**src/rtl/lsu_ctrl.sv**
```systemverilog
// lsu_ctrl: load/store unit between the execute stage and a byte-addressed,
// big-endian, word-wide data memory. Byte/halfword/word loads are extracted
// and sign/zero-extended; sub-word stores are read-modify-write.
// Optional build macro LSU_MISALIGN_TRAP_EN: when defined, misaligned
// requests are rejected with resp_misaligned; when undefined, the low
// address bits are cleared and the access proceeds.
module lsu_ctrl #(
  parameter int MEM_BYTES = 64,
  parameter int ADDR_W    = 32
) (
  input  logic              clk,
  input  logic              rst_n,
  input  logic              req_valid,
  output logic              req_ready,
  input  logic              req_write,
  input  logic [1:0]        req_size,
  input  logic              req_unsigned,
  input  logic [ADDR_W-1:0] req_addr,
  input  logic [31:0]       req_wdata,
  output logic              resp_valid,
  output logic [31:0]       resp_rdata,
  output logic              resp_misaligned,
  output logic              resp_range_err,
  output logic [ADDR_W-1:0] mem_address,
  output logic [31:0]       mem_writeData,
  output logic              mem_memoryWrite,
  output logic              mem_memoryRead,
  input  logic [31:0]       mem_readData
);

  typedef enum logic [2:0] {
    IDLE,
    RD,
    RD_DATA,
    RMW_RD,
    RMW_MERGE,
    WR
  } state_t;

  state_t            state_q;
  logic [1:0]        req_size_q;
  logic              req_unsigned_q;
  logic [1:0]        req_off_q;
  logic [31:0]       req_wdata_q;
  logic              resp_valid_q;
  logic [31:0]       resp_rdata_q;
  logic              resp_mis_q;
  logic              resp_rng_q;
  logic [ADDR_W-1:0] mem_addr_q;
  logic [31:0]       mem_wdata_q;
  logic              mem_rd_q;
  logic              mem_wr_q;

  logic [ADDR_W-1:0] eff_addr_d;
  logic [ADDR_W-1:0] base_d;
  logic              misaligned_d;
  logic              range_err_d;
  logic [31:0]       load_data_d;
  logic [31:0]       merge_data_d;

  // Select the addressed big-endian lane of a word and extend it to 32 bits.
  function automatic logic [31:0] lane_extract(input logic [31:0] word,
                                               input logic [1:0]  size,
                                               input logic [1:0]  off,
                                               input logic        zext);
    logic [7:0]  b;
    logic [15:0] h;
    logic [31:0] r;
    unique case (off)
      2'd0:    b = word[31:24];
      2'd1:    b = word[23:16];
      2'd2:    b = word[15:8];
      default: b = word[7:0];
    endcase
    h = off[1] ? word[15:0] : word[31:16];
    unique case (size)
      2'b00:   r = zext ? {24'h0, b} : {{24{b[7]}}, b};
      2'b01:   r = zext ? {16'h0, h} : {{16{h[15]}}, h};
      default: r = word;
    endcase
    return r;
  endfunction

  // Replace the addressed lane(s) of an existing word with the store data.
  function automatic logic [31:0] lane_merge(input logic [31:0] word,
                                             input logic [1:0]  size,
                                             input logic [1:0]  off,
                                             input logic [31:0] wdata);
    logic [31:0] r;
    r = word;
    unique case (size)
      2'b00: begin
        unique case (off)
          2'd0:    r[31:24] = wdata[7:0];
          2'd1:    r[23:16] = wdata[7:0];
          2'd2:    r[15:8]  = wdata[7:0];
          default: r[7:0]   = wdata[7:0];
        endcase
      end
      2'b01: begin
        if (off[1]) r[15:0]  = wdata[15:0];
        else        r[31:16] = wdata[15:0];
      end
      default: r = wdata;
    endcase
    return r;
  endfunction

  // Decode the incoming request: effective address, alignment and range.
  always_comb begin
    // NOTE: every signal gets a default at the top of always_comb so no path
    // leaves it unassigned, which would otherwise infer a latch.
    eff_addr_d   = req_addr;
    misaligned_d = 1'b0;
`ifdef LSU_MISALIGN_TRAP_EN
    misaligned_d = ((req_size == 2'b01) && req_addr[0]) ||
                   (req_size[1] && (req_addr[1:0] != 2'b00));
`else
    if (req_size == 2'b01)  eff_addr_d[0]   = 1'b0;
    else if (req_size[1])   eff_addr_d[1:0] = 2'b00;
`endif
    base_d      = {eff_addr_d[ADDR_W-1:2], 2'b00};
    range_err_d = (base_d >= ADDR_W'(MEM_BYTES));
  end

  assign load_data_d  = lane_extract(mem_readData, req_size_q, req_off_q, req_unsigned_q);
  assign merge_data_d = lane_merge(mem_readData, req_size_q, req_off_q, req_wdata_q);

  // Sequence the memory port and register every response/strobe output.
  always_ff @(posedge clk or negedge rst_n) begin
    if (!rst_n) begin
      state_q        <= IDLE;
      req_size_q     <= 2'b00;
      req_unsigned_q <= 1'b0;
      req_off_q      <= 2'b00;
      req_wdata_q    <= 32'h0;
      resp_valid_q   <= 1'b0;
      resp_rdata_q   <= 32'h0;
      resp_mis_q     <= 1'b0;
      resp_rng_q     <= 1'b0;
      mem_addr_q     <= '0;
      mem_wdata_q    <= 32'h0;
      mem_rd_q       <= 1'b0;
      mem_wr_q       <= 1'b0;
    end else begin
      // NOTE: non-blocking assignments in clocked blocks so every register
      // samples pre-edge values regardless of statement order.
      resp_valid_q <= 1'b0;
      resp_mis_q   <= 1'b0;
      resp_rng_q   <= 1'b0;
      unique case (state_q)
        IDLE: begin
          if (req_valid) begin
            req_size_q     <= req_size;
            req_unsigned_q <= req_unsigned;
            req_off_q      <= eff_addr_d[1:0];
            req_wdata_q    <= req_wdata;
            mem_addr_q     <= base_d;
            if (misaligned_d || range_err_d) begin
              resp_valid_q <= 1'b1;
              resp_mis_q   <= misaligned_d;
              resp_rng_q   <= range_err_d;
              resp_rdata_q <= 32'h0;
            end else if (!req_write) begin
              mem_rd_q <= 1'b1;
              state_q  <= RD;
            end else if (req_size[1]) begin
              mem_wr_q    <= 1'b1;
              mem_wdata_q <= req_wdata;
              state_q     <= WR;
            end else begin
              mem_rd_q <= 1'b1;
              state_q  <= RMW_RD;
            end
          end
        end
        RD: begin
          mem_rd_q <= 1'b0;
          state_q  <= RD_DATA;
        end
        RD_DATA: begin
          resp_rdata_q <= load_data_d;
          resp_valid_q <= 1'b1;
          state_q      <= IDLE;
        end
        RMW_RD: begin
          mem_rd_q <= 1'b0;
          state_q  <= RMW_MERGE;
        end
        RMW_MERGE: begin
          mem_wdata_q <= merge_data_d;
          mem_wr_q    <= 1'b1;
          state_q     <= WR;
        end
        WR: begin
          mem_wr_q     <= 1'b0;
          resp_rdata_q <= 32'h0;
          resp_valid_q <= 1'b1;
          state_q      <= IDLE;
        end
        default: begin
          mem_rd_q <= 1'b0;
          mem_wr_q <= 1'b0;
          state_q  <= IDLE;
        end
      endcase
    end
  end

  assign req_ready       = (state_q == IDLE);
  assign resp_valid      = resp_valid_q;
  assign resp_rdata      = resp_rdata_q;
  assign resp_misaligned = resp_mis_q;
  assign resp_range_err  = resp_rng_q;
  assign mem_address     = mem_addr_q;
  assign mem_writeData   = mem_wdata_q;
  assign mem_memoryWrite = mem_wr_q;
  assign mem_memoryRead  = mem_rd_q;

endmodule
```
**config.mk**
```make
export PLATFORM = sky130hd
export DESIGN_NAME = lsu_ctrl
export DESIGN_NICKNAME = d
export VERILOG_FILES = /design/src/rtl/lsu_ctrl.sv
export SDC_FILE = /design/constraint.sdc
export NUM_CORES = 1
export LEC_CHECK = 0
export ABC_AREA = 1
export BUFFER_PORTS_ARGS = -buffer_cell sky130_fd_sc_hd__buf_4
export CORE_MARGIN = 10
export CORE_UTILIZATION = 30
export DETAILED_ROUTE_END_ITERATION = 10
export PLACE_DENSITY = 0.61
export SYNTH_ARGS = -nofsm -noshare
export SYNTH_HDL_FRONTEND = slang
export SYNTH_SLANG_ARGS = --single-unit
```
**constraint.sdc**
```tcl
create_clock -name clk -period 1.8 [get_ports clk]
set_input_delay 0.27 -clock clk [delete_from_list [all_inputs] [get_ports clk]]
set_output_delay 0.27 -clock clk [all_outputs]
set_load 0.02 [all_outputs]
```
== After elaboration in Yosys (flattened, before gate mapping) ==
Cells that the tools add are included.

* RAM bits: 0
* Memories: 0
* Bits in registers: 138
* Memory bits (read-only): 0
* Logic and storage cells: 87
* Bits in latches: 0

* Multiply operators: 0
* Bitwise operators: 2
* $add $sub $neg: 0
* Order comparisons: 1
* Divide/modulo/power cells: 0
* Eq/ne operators: 15
* Shift-type cells: 0
* Reduce and logical (&&, ||, !) cells: 15
* Mux-type cells: 42

{| class="wikitable"
|+ Operator list
! cell !! count
|-
| $mux W32 || 8
|-
| $pmux W32 S2 || 3
|-
| $pmux W32 S3 || 1
|-
| $mux W16 || 3
|-
| $ge A32 B7 Y1 const B || 1
|-
| $mux W8 || 4
|-
| $pmux W8 S3 || 1
|-
| $mux W1 || 13
|-
| $mux W3 || 4
|-
| $pmux W3 S4 || 1
|-
| $reduce_and A5 Y1 || 2
|-
| $reduce_or A3 Y1 || 3
|-
| $eq A2 B1 Y1 const B || 3
|-
| $eq A3 B2 Y1 const B || 2
|-
| $eq A3 B3 Y1 const B || 2
|-
| $ne A2 B1 Y1 const B || 3
|-
| $logic_not A2 Y1 || 2
|-
| $ne A2 B2 Y1 const B || 2
|-
| $pmux W1 S2 || 2
|-
| $reduce_and A2 Y1 || 2
|-
| $reduce_and A4 Y1 || 1
|-
| $eq A3 B1 Y1 const B || 1
|-
| $logic_not A3 Y1 || 1
|-
| $ne A3 B3 Y1 const B || 1
|-
| other kinds (8) || 9
|}

== Logic depth before layout (Yosys ltp) ==
* Depth in word-level cells: 5
* Depth in mapped cells: 12
* Mapped depth without buffers: 10

== Worst setup path after synthesis ==
No wires, ideal clock.

* Kind: flip-flop to flip-flop
* From: register state_q[0]
* To: register mem_wdata_q[10] (netlist: mem_writeData[10])
* Slack: 0.218 ns
* Stages on the path, launching flop included: 10
* Arrival: 1.465 ns
* Required time: 1.683 ns
* Period minus slack after synthesis: 1.582 ns
* Buffers on the path: 1
* Cells stage by stage: dfrtp_1 -> inv_2 -> nand2_1 -> nor2_4 -> nand3_1 -> nand2_1 -> nand3_2 -> buf_2 -> nand2_1 -> nand2_1

* Cells in the longest elaborated chain, start to end: 3
* Elaborated cells between the ends (all ways): 9
* Those cells by class: eq/ne (5); mux (1); reduce/logical (3)

{| class="wikitable"
|+ Ends and longest elaborated chain
! what !! line !! source
|-
| start: declaration || 40 || <nowiki>state_t state_q;</nowiki>
|-
| start signal: assignment || 132 || <nowiki>state_q <= IDLE;</nowiki>
|-
| start signal: assignment || 166 || <nowiki>state_q <= RD;</nowiki>
|-
| start signal: assignment || 170 || <nowiki>state_q <= WR;</nowiki>
|-
| $logic_not A3 Y1 (*) || -- ||
|-
| via req_ready || 14 || <nowiki>output logic req_ready,</nowiki>
|-
| $ne A2 B2 Y1 (no source line), or another cell as far along || -- ||
|-
| $reduce_and A5 Y1 (no source line) || -- ||
|-
| end signal: assignment || 169 || <nowiki>mem_wdata_q <= req_wdata;</nowiki>
|-
| end signal: assignment || 191 || <nowiki>mem_wdata_q <= merge_data_d;</nowiki>
|-
| end: declaration || 50 || <nowiki>logic [31:0] mem_wdata_q;</nowiki>
|}

The timed path passes the listed nets; every way through them passes the cells marked *.
A chain may end at the register's enable or synchronous reset.

== Final worst setup path ==
* From: register state_q[0]
* To: output port req_ready

* Cells in the longest elaborated chain, start to end: 1

{| class="wikitable"
|+ Ends and longest elaborated chain
! what !! line !! source
|-
| $logic_not A3 Y1 || 210 || <nowiki>assign req_ready = (state_q == IDLE);</nowiki>
|-
| end: declaration || 14 ||
|}

Every way passes these cells.

==> flow_metrics.tcl <==
set metrics [dict create \
    finalMaxSlewViolations 0 \
    path_max_fanout 6 \
    synth.avg_cell_area_um2 6.805 \
    clockBufferDepth 2 \
    p_leak_uw 0.005701 \
    min_period_ps 1682 \
    wl_um 29160 \
    cts_tree "done" \
    powerDensity_nw_per_um2 1326 \
    nNetsFinal 1446 \
    cp_cell_sequence "inv_2 -> nand2_1 -> nor2_4 -> buf_4" \
    initial_core_util_pct 30.26 \
    dr.pass1.iters 5 \
    htree_levels 4 \
    grt_pass1_wl_um 46060 \
    area_delta_synth_final_pct 34.68 \
    dp_hpwl_um 22200 \
    synthTopCellsByArea "dfrtp_1, nand2_1, nand3_1, inv_1, nor2_1" \
    async_flop_share_pct 100.0 \
    placed_area_um2 9879 \
    start_kind "flip-flop" \
    num_rows 59 \
    yosysSeqAreaShare_pct 44.17 \
    clockRootBuffer "clkbuf_16" \
    cp.arrival_ps 1410 \
    synth_enable_flop_cells 0 \
    grt_max_degree 50 \
    drtIter0Drc 577 \
    tns_ps 0 \
    syn_inst 1149 \
    nFillCells 2760 \
    synth_area_um2 7819 \
    vias_per_cell 4.880 \
    coreArea_um2 25840 \
    die_height_um 181.4 \
    wl_met1_um 11670 \
    grt_usage_pct 17.44 \
    num_antenna_cells 0 \
    hold_path_class "input port to flip-flop" \
    fp.dieW_um 181.4 \
    p_total_uw 13960 \
    antenna_left 0 \
    numCtsBuffers 17 \
    whs_ps 33.47 \
    maxCapViolations 0 \
    fin_worst_skew_ps 8.443 \
    hold_violations 0 \
    endpoint_kind "output port" \
    rsz0062_at_grt "no" \
    port_buffers 201 \
    synth_top_cell_by_area "dfrtp_1" \
    min_period_over_period_pct 93.46 \
    pin_count 205 \
    worstPathRequired_ps 1530 \
    setup_violations 0 \
    vdd.ir_drop.worst_mv 0.5984 \
    grt.overflow.total 0 \
    synth_flop_cell "dfrtp_1" \
    clk_pin_slew_worst_paths_ps 70 \
    synth.top_cell.area_share_pct 44.17 \
    dr_wl_met3_um 2572 \
    grt_pass1_vias 8387 \
    clock_sinks 138 \
    synthTopCellsByCount "nand2_1, nand3_1, dfrtp_1" \
    ys_warn_count 0 \
    synth_most_common_cell "nand2_1" \
    clkLatencyLatePin_ps 420 \
    postLayoutCellArea_um2 10530 \
    wl_per_cell_um 17.25 \
    postSynthRegisterBits 138 \
    drive_above_1_share_pct 21.33 \
    clock.fmax_mhz 594.4 \
    grt_antenna_before_repair 1 \
    crit_path_top_delay_cell "dfrtp_1" \
    dieArea_um2 32920 \
    critPathKind "flip-flop to output port" \
    synth.distinct_cells 29 \
    vias 8247 \
    slowest_delay_ps 400 \
    wl_met2_um 14090 \
    gp_congestion 0.9106 \
    drc_errors 0 \
    status "finished, final reports clean" \
    dr.max_layer_used "met4" \
]
-- metrics by stage --
stage               cells  util (%)  worst slack, ps
floorplan            1151         -            218.0
global placement     1657     38.24            126.8
detailed placement   1657     38.24            103.8
CTS                  1689     40.68            88.94
global route         1690     40.76            8.929
finish               1690     40.76            117.8
-- power by group --
group	leakage [µW]	internal [µW]	switching, µW
clock	0.000296	2320	1480
combinational	0.00370	2050	3720
sequential	0.00171	3830	550
total	0.00570	8210	5750
-- flip-flops by register name, indices dropped and copies added, names as in the netlist --
name	flops
req_wdata_q	32
mem_address	30
state_q	3
resp_range_err	1
req_size_q	2
resp_rdata	32
req_off_q	2
mem_memoryRead	1
mem_writeData	32
req_unsigned_q	1
resp_valid	1
mem_memoryWrite	1
-- layer usage --
layer	GRT usage, %	up-vias
met4	5.792	0
met5	0	-
met2	29.11	320
met1	20.48	3860
met3	6.064	42
li1	-	4025
-- cells in the final DEF (no fill, tap or decap), types with 2 or more instances in the layout --
master,Yosys,final
nand2_2,2,5
buf_6,1,2
bufinv_16,0,4
nand3_1,148,148
conb_1,1,3
a21oi_1,48,48
inv_6,0,3
nor2_4,3,3
clkbuf_16,0,17
inv_1,89,89
nor2_1,75,74
dfrtp_1,138,137
nor2_2,1,2
clkinvlp_4,0,3
buf_4,5,224
o211ai_1,25,25
o22ai_1,6,6
clkinv_4,0,2
inv_2,3,3
buf_12,0,13
clkinv_1,2,2
clkinv_2,0,2
nand2_1,486,483
o21ai_0,46,46
-- logic make-up (layout without fill, tap and decap cells) --
kind of cell | count (synthesis) | in the layout | share of synthesized area [%]
AO/OA/AOI/OAI | 128 | 128 | 9.202
other | 1 | 3 | 0.04796
AND/OR/NAND/NOR | 721 | 721 | 37.94
flip-flops | 138 | 138 | 44.17
buffers and inverters | 161 | 365 | 8.641
-- final cells by class --
class / instances / area (µm²) / area share [%]
Multi-Input combinational cell: 852 / 3707 / 35.21
Timing Repair Buffer: 240 / 1974 / 18.75
Sequential cell: 138 / 3455 / 32.81
Inverter: 94 / 352.8 / 3.351
Clock inverter: 14 / 196.4 / 1.865
Clock buffer: 17 / 425.4 / 4.040
Tap cell: 335 / 419.2 / 3.981
-- critical path, delay by kind of cell, from the launching register on --
family                 cells  cell delay (ps)
flip-flops                 1              400
AND/OR/NAND/NOR            2              330
buffers and inverters      2              260
-- final timing paths --
check	depth (start not counted)	start	to	slack, ps
setup / recovery	4	state_q[0]$_DFFE_PN0P_	req_ready	120
hold / removal	3	req_addr[5]	mem_address[5]$_DFFE_PN0P_	30
setup reg to reg	9	state_q[0]$_DFFE_PN0P_	mem_writeData[7]$_DFFE_PN0P_	170
hold reg to reg	2	mem_writeData[21]$_DFFE_PN0P_	mem_writeData[21]$_DFFE_PN0P_	480
max in group asynchronous	3	rst_n	req_wdata_q[0]$_DFFE_PN0P_	860
min in group asynchronous	2	rst_n	mem_address[12]$_DFFE_PN0P_	320
-- what timing repair did --
item,CTS,global route
hold buffers,1,0
setup buffers,0,1
endpoints found under the hold margin,34,0
endpoints found under the setup margin,0,42
gates resized for setup,0,4
No activity file was read; power rests on OpenSTA's default activity.
